===== config.mk =====
export PLATFORM = sky130hd
export DESIGN_NAME = mmio_gpio_flat
export DESIGN_NICKNAME = d
export VERILOG_FILES = /design/src/rtl/mmio_pkg.sv /design/src/rtl/mmio_gpio_if.sv /design/src/rtl/sync_edge.sv /design/src/rtl/mmio_gpio.sv /design/src/flat_wrapper.sv
export SDC_FILE = /design/constraint.sdc
export NUM_CORES = 1
export LEC_CHECK = 0
export CORE_ASPECT_RATIO = 1.25
export CORE_MARGIN = 2
export CORE_UTILIZATION = 39
export DETAILED_ROUTE_END_ITERATION = 7
export PLACE_DENSITY = 0.82
export RECOVER_POWER = 25
export SLEW_MARGIN = 0
export SYNTH_ARGS = -nofsm -noshare
export SYNTH_HDL_FRONTEND = slang
export SYNTH_SLANG_ARGS = --single-unit
export TNS_END_PERCENT = 10

===== constraint.sdc =====
create_clock -name clk -period 1.8 [get_ports clk]
set_clock_uncertainty 0.15 [all_clocks]
set_input_delay 0.36 -clock clk [delete_from_list [all_inputs] [get_ports clk]]
set_output_delay 0.36 -clock clk [all_outputs]
set_load 0.01 [all_outputs]

===== src/rtl/mmio_pkg.sv =====
// Shared definitions for the memory-mapped GPIO block: register word offsets
// and the byte-lane write mask helper.
package mmio_pkg;

   localparam logic [2:0] GPIO_OUT     = 3'd0;
   localparam logic [2:0] GPIO_OE      = 3'd1;
   localparam logic [2:0] GPIO_IN      = 3'd2;
   localparam logic [2:0] GPIO_RISE_EN = 3'd3;
   localparam logic [2:0] GPIO_FALL_EN = 3'd4;
   localparam logic [2:0] GPIO_PEND    = 3'd5;
   localparam logic [2:0] GPIO_SET     = 3'd6;
   localparam logic [2:0] GPIO_CLR     = 3'd7;

   // Expand per-byte write enables into a 32-bit bit mask.
   function automatic logic [31:0] byte_mask(input logic [3:0] we);
      return {{8{we[3]}}, {8{we[2]}}, {8{we[1]}}, {8{we[0]}}};
   endfunction

endpackage


===== src/rtl/mmio_gpio_if.sv =====
// CPU data-bus slice seen by the GPIO block: decoder select, word offset,
// read strobe, byte-lane write enables, write data and registered read data.
interface mmio_gpio_if;

   logic        sel;
   logic [2:0]  addr;
   logic        re;
   logic [3:0]  we;
   logic [31:0] wdata;
   logic [31:0] rdata;

   modport master (output sel, output addr, output re, output we, output wdata,
                   input rdata);

   modport slave (input sel, input addr, input re, input we, input wdata,
                  output rdata);

endinterface


===== src/rtl/sync_edge.sv =====
// Input synchroniser for the GPIO pads. With MMIO_GPIO_IRQ_EN defined it also
// keeps the previous synchronised value and a priming counter, and reports
// rise/fall events once the chain has flushed its reset contents.
module sync_edge #(
   parameter int unsigned WIDTH       = 8,
   parameter int unsigned SYNC_STAGES = 2
) (
   input  logic             clk,
   input  logic             reset,
   input  logic [WIDTH-1:0] din,
   output logic [WIDTH-1:0] sync
`ifdef MMIO_GPIO_IRQ_EN
   ,
   output logic [WIDTH-1:0] rise,
   output logic [WIDTH-1:0] fall
`endif
);

   logic [WIDTH-1:0] sync_q [SYNC_STAGES];

   // Shift pad values through the synchroniser chain.
   always_ff @(posedge clk or posedge reset) begin
      if (reset) begin
         for (int i = 0; i < SYNC_STAGES; i++) sync_q[i] <= '0;
      end else begin
         sync_q[0] <= din;
         for (int i = 1; i < SYNC_STAGES; i++) sync_q[i] <= sync_q[i-1];
      end
   end

   assign sync = sync_q[SYNC_STAGES-1];

`ifdef MMIO_GPIO_IRQ_EN
   localparam int unsigned PrimeMax = SYNC_STAGES + 1;
   localparam int unsigned CntW     = $clog2(PrimeMax + 1);

   logic [WIDTH-1:0] prev_q;
   logic [CntW-1:0]  prime_q;
   logic             primed;

   assign primed = (prime_q == CntW'(PrimeMax));

   // Track the previous sample and count out the priming window after reset.
   always_ff @(posedge clk or posedge reset) begin
      if (reset) begin
         prev_q  <= '0;
         prime_q <= '0;
      end else begin
         prev_q <= sync;
         if (!primed) prime_q <= prime_q + 1'b1;
      end
   end

   // Pins already high at reset release must not look like rising edges.
   assign rise = primed ? (sync & ~prev_q) : '0;
   assign fall = primed ? (~sync & prev_q) : '0;
`endif

endmodule


===== src/rtl/mmio_gpio.sv =====
// Memory-mapped GPIO peripheral: output register with set/clear aliases,
// per-bit output enable, synchronised inputs. Defining MMIO_GPIO_IRQ_EN adds
// rise/fall enables, W1C pending bits and a registered level interrupt.
module mmio_gpio
   import mmio_pkg::*;
#(
   parameter int unsigned WIDTH       = 8,
   parameter int unsigned SYNC_STAGES = 2
) (
   input  logic             clk,
   input  logic             reset,
   mmio_gpio_if.slave       bus,
   input  logic [WIDTH-1:0] gpio_in,
   output logic [WIDTH-1:0] gpio_out,
   output logic [WIDTH-1:0] gpio_oe,
   output logic             irq
);

   logic             wr_en;
   logic             rd_en;
   logic [31:0]      mask_full;
   logic [WIDTH-1:0] mask;
   logic [WIDTH-1:0] wbits;
   logic [WIDTH-1:0] in_sync;
   logic [WIDTH-1:0] out_q, out_d;
   logic [WIDTH-1:0] oe_q, oe_d;
   logic [31:0]      rdata_q, rdata_d;
   logic [31:0]      rd_val;
   logic             unused_hi;

   assign wr_en     = bus.sel & (|bus.we);
   assign rd_en     = bus.sel & bus.re;
   assign mask_full = byte_mask(bus.we);
   assign mask      = mask_full[WIDTH-1:0];
   assign wbits     = bus.wdata[WIDTH-1:0] & mask;
   // Register bits above WIDTH do not exist.
   assign unused_hi = ^{bus.wdata, mask_full};

`ifdef MMIO_GPIO_IRQ_EN
   logic [WIDTH-1:0] rise, fall;
   logic [WIDTH-1:0] rise_en_q, rise_en_d;
   logic [WIDTH-1:0] fall_en_q, fall_en_d;
   logic [WIDTH-1:0] pend_q, pend_d;
   logic             irq_q;
`endif

   sync_edge #(
      .WIDTH       (WIDTH),
      .SYNC_STAGES (SYNC_STAGES)
   ) u_sync_edge (
      .clk   (clk),
      .reset (reset),
      .din   (gpio_in),
      .sync  (in_sync)
`ifdef MMIO_GPIO_IRQ_EN
      ,
      .rise  (rise),
      .fall  (fall)
`endif
   );

   // Next state of the output and output-enable registers.
   always_comb begin
      out_d = out_q;
      oe_d  = oe_q;
      if (wr_en) begin
         case (bus.addr)
            GPIO_OUT: out_d = (out_q & ~mask) | wbits;
            GPIO_OE:  oe_d  = (oe_q & ~mask) | wbits;
            GPIO_SET: out_d = out_q | wbits;
            GPIO_CLR: out_d = out_q & ~wbits;
            default:  ;
         endcase
      end
   end

`ifdef MMIO_GPIO_IRQ_EN
   // Next state of the interrupt enables and pending bits; a new event beats W1C.
   always_comb begin
      rise_en_d = rise_en_q;
      fall_en_d = fall_en_q;
      pend_d    = pend_q;
      if (wr_en) begin
         case (bus.addr)
            GPIO_RISE_EN: rise_en_d = (rise_en_q & ~mask) | wbits;
            GPIO_FALL_EN: fall_en_d = (fall_en_q & ~mask) | wbits;
            GPIO_PEND:    pend_d    = pend_q & ~wbits;
            default:      ;
         endcase
      end
      pend_d = pend_d | (rise & rise_en_q) | (fall & fall_en_q);
   end
`endif

   // Read mux; values reflect register contents before any same-cycle write.
   always_comb begin
      rd_val = '0;
      case (bus.addr)
         GPIO_OUT:     rd_val[WIDTH-1:0] = out_q;
         GPIO_OE:      rd_val[WIDTH-1:0] = oe_q;
         GPIO_IN:      rd_val[WIDTH-1:0] = in_sync;
`ifdef MMIO_GPIO_IRQ_EN
         GPIO_RISE_EN: rd_val[WIDTH-1:0] = rise_en_q;
         GPIO_FALL_EN: rd_val[WIDTH-1:0] = fall_en_q;
         GPIO_PEND:    rd_val[WIDTH-1:0] = pend_q;
`endif
         default:      ;
      endcase
      rdata_d = rd_en ? rd_val : rdata_q;
   end

   // Bus-visible register state.
   always_ff @(posedge clk or posedge reset) begin
      if (reset) begin
         out_q   <= '0;
         oe_q    <= '0;
         rdata_q <= '0;
      end else begin
         out_q   <= out_d;
         oe_q    <= oe_d;
         rdata_q <= rdata_d;
      end
   end

`ifdef MMIO_GPIO_IRQ_EN
   // Interrupt state; irq follows pending bits by one cycle.
   always_ff @(posedge clk or posedge reset) begin
      if (reset) begin
         rise_en_q <= '0;
         fall_en_q <= '0;
         pend_q    <= '0;
         irq_q     <= 1'b0;
      end else begin
         rise_en_q <= rise_en_d;
         fall_en_q <= fall_en_d;
         pend_q    <= pend_d;
         irq_q     <= |pend_q;
      end
   end

   assign irq = irq_q;
`else
   assign irq = 1'b0;
`endif

   assign bus.rdata = rdata_q;
   assign gpio_out  = out_q;
   assign gpio_oe   = oe_q;

endmodule

===== src/flat_wrapper.sv =====
// flat-port wrapper written by rule: the top's interface ports become plain ports
module mmio_gpio_flat import mmio_pkg::*;
#(
   parameter int unsigned WIDTH       = 8,
   parameter int unsigned SYNC_STAGES = 2
)
  (clk, reset, gpio_in, gpio_out, gpio_oe, irq, bus_sel, bus_addr, bus_re, bus_we, bus_wdata, bus_rdata);
  mmio_gpio_if bus_i ();
  input  logic clk;
  input  logic reset;
  input  logic [WIDTH-1:0] gpio_in;
  output logic [WIDTH-1:0] gpio_out;
  output logic [WIDTH-1:0] gpio_oe;
  output logic irq;
  input wire logic [$bits(bus_i.sel)-1:0] bus_sel;
  input wire logic [$bits(bus_i.addr)-1:0] bus_addr;
  input wire logic [$bits(bus_i.re)-1:0] bus_re;
  input wire logic [$bits(bus_i.we)-1:0] bus_we;
  input wire logic [$bits(bus_i.wdata)-1:0] bus_wdata;
  output wire logic [$bits(bus_i.rdata)-1:0] bus_rdata;
  assign bus_i.sel = bus_sel;
  assign bus_i.addr = bus_addr;
  assign bus_i.re = bus_re;
  assign bus_i.we = bus_we;
  assign bus_i.wdata = bus_wdata;
  assign bus_rdata = bus_i.rdata;
  mmio_gpio #(.WIDTH(WIDTH), .SYNC_STAGES(SYNC_STAGES)) u_core (.clk(clk), .reset(reset), .bus(bus_i), .gpio_in(gpio_in), .gpio_out(gpio_out), .gpio_oe(gpio_oe), .irq(irq));
endmodule

== Yosys cells after proc, flatten, opt, wreduce, memory -nomap -nowiden ==
Index checks and enable logic that the tools add are counted.
Storage, ports and cells
  bits in registers: 40
  input bits: 51
  output and inout port bits: 49
  word-level logic and storage cells: 27
Operators by class
  equal/unequal tests: 4
  mux-type cells: 2
  bitwise gates (word level): 11
  reductions and logical operators: 5
Operator list (number)
  $pmux 8 s3: 2
  $and 8x8->8: 4
  $or 8x8->8: 3
  $not 8->8: 2
  $eq 3x3->1 const B: 2
  $reduce_and 2->1: 2
  $reduce_or 4->1: 1
  $eq 3x1->1 const B: 1
  $eq 3x2->1 const B: 1
  $logic_not 3->1: 1
  $reduce_bool 3->1: 1
  $and 1x1->1: 2

== Longest topological paths before layout ==
  depth in word-level cells: 4
  depth in mapped cells: 5
  depth with buffers taken out: 3

== By module ==
A second synthesis with hierarchy kept.
Second synthesis, totals
  cell total of the unflattened synthesis: 173
  area total of the unflattened synthesis: 1904.3 um^2
Modules (own cells, without submodules)
  mmio_gpio: instances 1, cells each 148, area an instance 1440.1 um^2, sequential area each 600.6 um^2
  sync_edge: instances 1, cells each 25, area an instance 464.2 um^2, sequential area each 400.4 um^2

== Least setup slack after synthesis ==
No wires, ideal clock.
  path type: in2reg
  from: in bus_sel
  to: reg with a tool-made name
  library setup time: 0.125 ns
  arrival time: 1.182 ns
  required time: 1.525 ns
  slack: 0.342 ns
  cell stages on the path: 4
  buffers on the path: 1
  path through: nand3_1 -> or3_1 -> buf_6 -> mux2_4
RTL lines
  start, declared: line flat_wrapper.sv:15  | input wire logic [$bits(bus_i.sel)-1:0] bus_sel;

==> flow_summary.ini <==
[outcome]
status = completed

[synthesis]
synth.distinct_cells = 29
synth_fa_ha_area_share_pct = 0
synth_compound_area_share_pct = 18.2
synth_cells = 152
yosysWarnings = 0
avgSynthCellArea_um2 = 12.4
synth_xor_area_share_pct = 0
yosys.area_share.simple_pct = 5.56
ys_seq_elements = 40
synth_top_family_by_area = compound AO/OA/AOI/OAI gates
netlist_area_um2 = 1890
muxShareOfSynthArea_pct = 10.6
seq_area_frac_synth_pct = 52.9

[cells_and_area]
antenna_cells = 0
syn_to_final_growth_pct = 36.6
final_nets = 268
drive_gt1_share_pct = 20.3
final.fill_count = 437

[clock_network]
ctsResizeCount = 0
cts_tree = done
cts_setup_buffers = 0
clkTransAtPathRegs_ps = 70
cts_max_level = 2
holdBufCountCts = 0
clock_sinks = 40
insertion_delay_ps = 290
numCtsBuffers = 5
clockRootBuffer = clkbuf_8
cts_max_path_buffers = 2

[worst_setup_path]
crit_fanout = 8
critical_path_required_ps = 1830
cp.arrival_ps = 1800
endpoint_kind = register
crit_slowest_cell = clkdlybuf4s50_1
cpLargestDelayFamily = buffers and inverters
path_cells = clkdlybuf4s50_1, nand3_1, or3_1, buf_6, mux2_4
start_kind = primary input
crit_buf_inv = 2
crit_type = in2reg
cpPeakStageDelay_ps = 530

[routing]
wl_per_cell_um = 14.9
vias_per_cell = 4.99
vias = 1382
drt-initial-drc-count = 72
drcViolationCount = 0
drtAntennaViolNets = 0
wirelength_mm = 4.14
firstDrtPassIters = 4

[sta]
fmax_mhz = 564
slew_viol_final = 0
min_period_ps = 1770
grt_setup_unrepaired = true
finalHoldViolations = 0
tns_ps = 0
relSlewSlack_pct = 36.2
finalCritPeriodShare_pct = 98.5
worstMarginPinSlew_ps = 958
setup_viol = 0

[die]
die_y_um = 81.9
coreArea_um2 = 4690
fp.dieArea_um2 = 5430
initial_core_util_pct = 40.3
die_x_um = 66.3
core.rowCount = 28
num_io_pins = 100

[run]
drv_cap = 0

[power_and_ir_drop]
vdd_ir_drop_max_v = 0.000438
total_power_w = 0.00215
p_leak_nw = 1.22
powerDensity_nw_per_um2 = 830

[grt]
grtUsageTotal_pct = 16.0
grt_pass1_wl_mm = 6.35
grt_pass1_vias = 1332
antenna_found_initial = 0
grt_max_degree = 41
overflow = 0

[placement]
place_congestion = 0.786
portBuffers = 47
place_hpwl_mm = 2.94

[worst_hold_path]
hold_class = reg2reg
## area by class of cell
class | count | area (um2) | share of cell area [%]
Sequential cell | 40 | 1000 | 38.7
Multi-Input combinational cell | 101 | 773 | 29.9
Timing Repair Buffer | 67 | 646 | 25.0
Tap cell | 60 | 75.1 | 2.91
Clock buffer | 5 | 68.8 | 2.66
Clock inverter | 2 | 12.5 | 0.484
Inverter | 2 | 7.51 | 0.291
## worst register-to-register path, delay by kind of cell, from the launching register on
family          cells  cell delay, ps
flops               1             400
compound gates      2             330
mux                 1             250
## metrics by stage
| stage | cell area, um2 | util [%] | hold WS [ps] | setup slack (ps) | cells |
|---|---|---|---|---|---|
| final | 2580 | 55.0 | 199 | 26.7 | 277 |
| after global routing | 2580 | 55.0 | 205 | -16.0 | 277 |
| after CTS | 2550 | 54.4 | 201 | 17.9 | 277 |
| after detailed placement | 2470 | 52.7 | 185 | -262 | 270 |
| after global placement | 2470 | 52.7 | 184 | -231 | 270 |
| after floorplan | 1980 | - | 181 | 342 | 176 |
## cell usage after synthesis
master      n  area (um2)
dfrtp_1    40        1000
buf_4      25         188
a22o_1      8        70.1
mux2_4      8         120
mux2i_1     8        80.1
nand2b_1    8        50.1
o2bb2ai_1   8        70.1
a221oi_1    7        61.3
a31oi_1     7        43.8
o31ai_1     7        52.6
buf_2       4        20.0
nand3_1     3        15.0
clkbuf_1    2        7.51
nand2_1     2        7.51
a211oi_2    1        12.5
a21oi_1     1        5.00
and3b_1     1        8.76
buf_1       1        3.75
buf_6       1        11.3
conb_1      1        3.75
inv_1       1        3.75
inv_2       1        3.75
nand3b_1    1        7.51
nor2_1      1        3.75
nor2b_1     1        6.26
o221a_1     1        11.3
o22a_1      1        8.76
o31a_1      1        8.76
or3_1       1        6.26
## final timing paths
check                      depth (start not counted)                                     from                                 endpoint  slack (ps)
max in group asynchronous                          3                                    reset           u_core.gpio_out[3]$_DFFE_PP0P_         260
hold reg to reg                                    0  u_core.u_sync_edge.sync_q[12]$_DFF_PP0_     u_core.u_sync_edge.sync[4]$_DFF_PP0_         200
setup reg to reg                                   3                                 register          u_core.bus.rdata[4]$_DFFE_PP0P_         560
setup / recovery                                   5                              bus_addr[0]                                 register          30
hold / removal                                     0  u_core.u_sync_edge.sync_q[12]$_DFF_PP0_     u_core.u_sync_edge.sync[4]$_DFF_PP0_         200
min in group asynchronous                          3                                    reset  u_core.u_sync_edge.sync_q[10]$_DFF_PP0_         650
## report_power, final
| part | internal [W] | switching, W | leakage (nW) |
|---|---|---|---|
| Sequential | 0.000989 | 0.0000693 | 0.502 |
| Clock | 0.000262 | 0.000293 | 0.0400 |
| Combinational | 0.000308 | 0.000225 | 0.674 |
| Total | 0.00156 | 0.000587 | 1.22 |
## routing by layer
metal	track usage [%]	routed length, um	share of wire, %
met4	7.35	87	2.1
met2	27.2	2060	50
met3	4.52	295	7.1
met5	0	0	0
met1	18.5	1700	41
## cells by family after synthesis
kind of cell / count (synthesis)
AND/OR/NAND/NOR: 18
buffers and inverters: 35
flip-flops: 40
multiplexers: 16
AO/OA/AOI/OAI: 42
other: 1
## cells in the final DEF, fill, tap and decap left out, types with 2 or more instances in the layout
| cell type | count |
|---|---|
| a31oi_1 | 7 |
| o31ai_1 | 3 |
| nand2b_1 | 8 |
| mux2i_1 | 8 |
| nand3_1 | 3 |
| conb_1 | 25 |
| o31ai_2 | 4 |
| buf_6 | 2 |
| mux2_4 | 8 |
| dlymetal6s2s_1 | 3 |
| dlygate4sd3_1 | 9 |
| clkdlybuf4s50_1 | 35 |
| dfrtp_1 | 40 |
| a221oi_1 | 6 |
| clkbuf_8 | 5 |
| a22o_1 | 8 |
| nand2_1 | 2 |
| buf_4 | 16 |
| o2bb2ai_1 | 8 |
(Power assumes the default switching activity.)
